## src/rtl/lfsr_req_arbiter.sv

```systemverilog
// Two-requester round-robin front end for a shared 16-bit Galois LFSR.
// Each grant runs STEPS shifts, then holds the word until the consumer acks.
module lfsr_req_arbiter #(
  parameter logic [15:0] SEED  = 16'hACE1,
  parameter int unsigned STEPS = 16
) (
  input  logic        CLK,
  input  logic        n_RESET,
  input  logic [1:0]  req,
  input  logic        seed_load,
  input  logic [15:0] seed_in,
  input  logic        rnd_ack,
  output logic [1:0]  gnt,
  output logic [15:0] rnd_out,
  output logic        rnd_valid,
  output logic        busy,
  output logic        seed_err
);

  typedef enum logic [1:0] {IDLE, SHIFT, DELIVER} state_e;

  localparam logic [7:0] STEPS_C = 8'(STEPS);

  state_e      state_q, state_d;
  logic [15:0] lfsr_q, lfsr_d;
  logic [7:0]  cnt_q, cnt_d;
  logic        ptr_q, ptr_d;
  logic [1:0]  gnt_q, gnt_d;
  logic [15:0] rnd_q, rnd_d;
  logic        valid_q, valid_d;
  logic        err_q, err_d;
  logic        win;
  logic [15:0] lfsr_step;

  // Right-shift Galois form of x^16+x^14+x^13+x^11+1; a nonzero state never reaches zero.
  assign lfsr_step = {1'b0, lfsr_q[15:1]} ^ (lfsr_q[0] ? 16'hB400 : 16'h0000);

  always_ff @(posedge CLK or negedge n_RESET) begin
    if (!n_RESET) begin
      state_q <= IDLE;
      lfsr_q  <= SEED;
      cnt_q   <= 8'd0;
      ptr_q   <= 1'b0;
      gnt_q   <= 2'b00;
      rnd_q   <= 16'h0000;
      valid_q <= 1'b0;
      err_q   <= 1'b0;
    end else begin
      state_q <= state_d;
      lfsr_q  <= lfsr_d;
      cnt_q   <= cnt_d;
      ptr_q   <= ptr_d;
      gnt_q   <= gnt_d;
      rnd_q   <= rnd_d;
      valid_q <= valid_d;
      err_q   <= err_d;
    end
  end

  always_comb begin
    state_d = state_q;
    lfsr_d  = lfsr_q;
    cnt_d   = cnt_q;
    ptr_d   = ptr_q;
    gnt_d   = gnt_q;
    rnd_d   = rnd_q;
    valid_d = valid_q;
    err_d   = 1'b0;
    win     = req[ptr_q] ? ptr_q : ~ptr_q;

    case (state_q)
      IDLE: begin
        if (seed_load) begin
          if (seed_in == 16'h0000) begin
            lfsr_d = SEED;
            err_d  = 1'b1;
          end else begin
            lfsr_d = seed_in;
          end
        end else if (req != 2'b00) begin
          gnt_d   = win ? 2'b10 : 2'b01;
          cnt_d   = STEPS_C;
          state_d = SHIFT;
        end
      end
      SHIFT: begin
        lfsr_d = lfsr_step;
        cnt_d  = cnt_q - 8'd1;
        if (cnt_q == 8'd1) begin
          rnd_d   = lfsr_step;
          valid_d = 1'b1;
          state_d = DELIVER;
        end
      end
      DELIVER: begin
        if (rnd_ack) begin
          valid_d = 1'b0;
          gnt_d   = 2'b00;
          // Hand preference to whichever requester did not win this round.
          ptr_d   = gnt_q[0];
          state_d = IDLE;
        end
      end
      default: state_d = IDLE;
    endcase
  end

  assign gnt       = gnt_q;
  assign rnd_out   = rnd_q;
  assign rnd_valid = valid_q;
  assign busy      = (state_q != IDLE);
  assign seed_err  = err_q;

endmodule

```

## config.mk

```make
export PLATFORM = sky130hd
export DESIGN_NAME = lfsr_req_arbiter
export DESIGN_NICKNAME = d
export VERILOG_FILES = /design/src/rtl/lfsr_req_arbiter.sv
export SDC_FILE = /design/constraint.sdc
export NUM_CORES = 1
export LEC_CHECK = 0
export ABC_AREA = 1
export BUFFER_PORTS_ARGS = -buffer_cell sky130_fd_sc_hd__buf_4
export CAP_MARGIN = 5
export CORE_UTILIZATION = 59
export CTS_CLUSTER_DIAMETER = 120
export DETAILED_ROUTE_END_ITERATION = 12
export PLACE_DENSITY = 0.85
export SYNTH_ARGS = -nofsm -noshare
export SYNTH_HDL_FRONTEND = slang
export SYNTH_SLANG_ARGS = --single-unit
```

## constraint.sdc

```tcl
create_clock -name CLK -period 2.35 [get_ports CLK]
set_clock_uncertainty 0.15 [all_clocks]
set_input_delay 0.47 -clock CLK [delete_from_list [all_inputs] [get_ports CLK]]
set_output_delay 0.47 -clock CLK [all_outputs]
set_load 0.01 [all_outputs]
```

==> results.md <==
- Pint: a little under 2 mW
- Pwr dens: around 1200 nW/µm²
- Initial Util: 0.616
- Flop pwr share: 0.441
- Part of the power in the clock network: 0.145
- Flops & latches, synth: 47
- Root buf cell: clkbuf_8
- TritonCTS clock tree: built
- Mux contribution to synthesized area: 0
- H-tree levels: 2
- Port Buffers: 42
- Register area: 1190 µm²
- Switching part of the total: 0.404
- Crit-path cells: inv_1 > nor2_2 > nand2_2 > nand2_1 > o21ai_2
- Congestion Overflow GR: 0
- Hold buffers post-CTS: 0
- Residual DRC count: 0
- Largest net degree at the start of global routing: 48
- Core area: around 3700 µm²
- Peak fanout along the critical path: 24
- First-pass GRT wire length: 8.23 mm
- Cell count after synthesis: ~280
- Total CTS buffers: 5
- Min Clock Period, post-route: 1870 ps
- Syn. warnings: 0
- # resized after CTS: 0
- Via count: between 1500 and 2000
- GRT Total Usage: 0.268
- Peak supply drop: about 700 µV
- Routed length per instance: ~13 µm
- Multi-input gate area: slightly above 900 µm²
- Vias per cell: about 5.3
- # IOs: between 40 and 50
- Worst path arrival time: between 1500 and 2000 ps
- Outcome: finished, final reports clean
- Antenna cells: 0
- Required @ worst endpoint: about 2400 ps
- Pre-Repair DR Iteration Count: 4
- Core Rows: 22
- Hold Crit Class: input pin to async pin
- Post-Synth Adder-Cell Area: 0.0110
- Sequential area share after synthesis: 0.522
- Die Wd: between 60 and 70 µm
- CP max stage delay: between 400 and 500 ps
- Fillers: a little over 300
- Cell at the slowest stage of the critical path: nand2_2
- Share of post-route cells with drive strength above 1: 0.223
- Synth Area in Simple Gates: 0.306
- Setup Crit Path Kind: register to register
- Setup TNS: 0 ps
- Final nets: 350
- Tcrit/Tclk final: 0.795
- Worst hold slack: around 15 ps
- Netlist cell types: 28
- Routability cong.: 0.892
- Final count of negative-setup-slack endpoints: 0
- Largest family of logic cells by synthesized area: simple AND/OR/NAND/NOR gates
- Commonest cells after routing, fill and taps aside: nand2_1, buf_4, dfrtp_1, nand3_1, inv_1
- Fmax: approximately 540 MHz
- Mapped Area: about 2300 µm²
- DRT Wirelength: 4.85 mm
- Reg clk slew, reported paths: 80 ps
- Vias in the first global route: 1848
- Most common cell after layout, fill and taps aside: nand2_1
- P_leak: 1.42 nW
- Sw Pwr: about 1.3 mW
- Clock sinks: 47
- Initial DRC count: about 140
- Maxcap violations: 0
- Max Buffers Root-to-Sink: 2
- Synth Area in Compound Gates: 0.0799
- Worst slew margin: 0.617
- Setup Fix Bufs, Post-CTS: 0
- Placed wire-length estimate: 3.48 mm
- Clk Latency, worst-skew pair: about 300 ps
- Post-Synth XOR/XNOR Area: 0.0116
- Setup crit end kind: register
- Synth Area per Inst: around 8.1 µm²
- Net count after synthesis: between 300 and 400
- Post-route ant nets: 0
- RSZ-0062 raised after global routing: false
- Die Height: between 60 and 70 µm
- Nature of the critical path startpoint: register
- Pins Over Slew Limit: 0
- Initial antenna violation count: 0
- Worst slew pin tran: 575 ps
- Die area: about 4000 µm²
- Area growth from synthesis to layout: 18.6%
- Final Hold Viols: 0
- Combinational power share: 0.415
per-stage QoR:
stage               cell area, µm²  std cells   util  setup WS, ps  power [mW]
detailed placement            2610        367  0.708           506        2.80
floorplan                     2270        282      -           931        2.32
global route                  2690        375  0.730           357        3.50
global placement              2610        367  0.708           610        2.72
CTS                           2690        375  0.730           495        3.28
finish                        2690        375  0.730           482        3.26
power groups by stage:
stage / Clock (mW) / Sequential (mW) / Combinational [mW]
detailed placement: 0 / 1.44 / 1.36
floorplan: 0 / 1.43 / 0.892
global route: 0.504 / 1.47 / 1.52
CTS: 0.483 / 1.43 / 1.36
global placement: 0 / 1.43 / 1.29
finish: 0.472 / 1.44 / 1.35
area by class of cell:
class | count | area share
tap | 48 | 0.0223
timing repair buffer | 46 | 0.128
multi-input combinational | 201 | 0.344
inverter | 25 | 0.0348
clock buffer | 7 | 0.0283
sequential | 47 | 0.440
clock inverter | 1 | 0.00186
worst max-delay path: cells and delay by family (launching register included):
kind                   cells  cell delay, ps
AND/OR/NAND/NOR            3            1020
AO/OA/AOI/OAI              1              70
buffers and inverters      1              90
flip-flops                 1             410
logic make-up after synthesis:
| kind of cell | after synthesis |
|---|---|
| simple gates | 167 |
| flops | 47 |
| buf+inv | 34 |
| compound gates | 29 |
| xor+xnor | 3 |
| fa+ha+maj | 2 |
registers in the layout (all words and copies together), names as in the netlist:
signal and cells:
ptr_q 1, gnt 2, cnt_q 8, state_q 2
seed_err 1, rnd_out 16, lfsr_q 16, rnd_valid 1
layer usage:
| metal | vias up | wire (µm) | track usage |
|---|---|---|---|
| met2 | 65 | 2310 | 0.434 |
| met1 | 916 | 2160 | 0.344 |
| met4 | 0 | 152 | 0.139 |
| met3 | 13 | 239 | 0.0464 |
| li1 | 978 | - | - |
| met5 | - | 0 | 0 |
cell usage after synthesis (all sizes together):
cell type  number  area (µm²)
ha              2        25.0
nand3          30         155
nand2         111         419
dfstp           8         210
buf             8        60.1
o211ai          3        22.5
a22oi           1        7.51
and2            1        6.26
nand4           2        12.5
xor2            2        17.5
nand3b          2        15.0
nor2           21        86.3
clkbuf          1        3.75
inv            25        93.8
a21oi           3        15.0
o22ai           1        6.26
xnor2           1        8.76
dfrtp          39         976
o31ai           1        7.51
o21ai          20         123
worst paths after layout:
check                                  startpoint                 endpoint  slack [ps]  cells after the start
max                        state_q[0]$_DFFE_PN0P_  rnd_out[15]$_DFFE_PN0P_         480                      5
min                                       n_RESET     cnt_q[4]$_DFFE_PN0P_          20                      1
max reg2reg                state_q[0]$_DFFE_PN0P_  rnd_out[15]$_DFFE_PN0P_         480                      5
min reg2reg                rnd_out[6]$_DFFE_PN0P_   rnd_out[6]$_DFFE_PN0P_         330                      2
max in group asynchronous                 n_RESET    lfsr_q[6]$_DFFE_PN1P_        1660                      1
min in group CLK                          rnd_ack   state_q[1]$_DFFE_PN0P_         210                      2
Power figures use the tool's default switching activity.
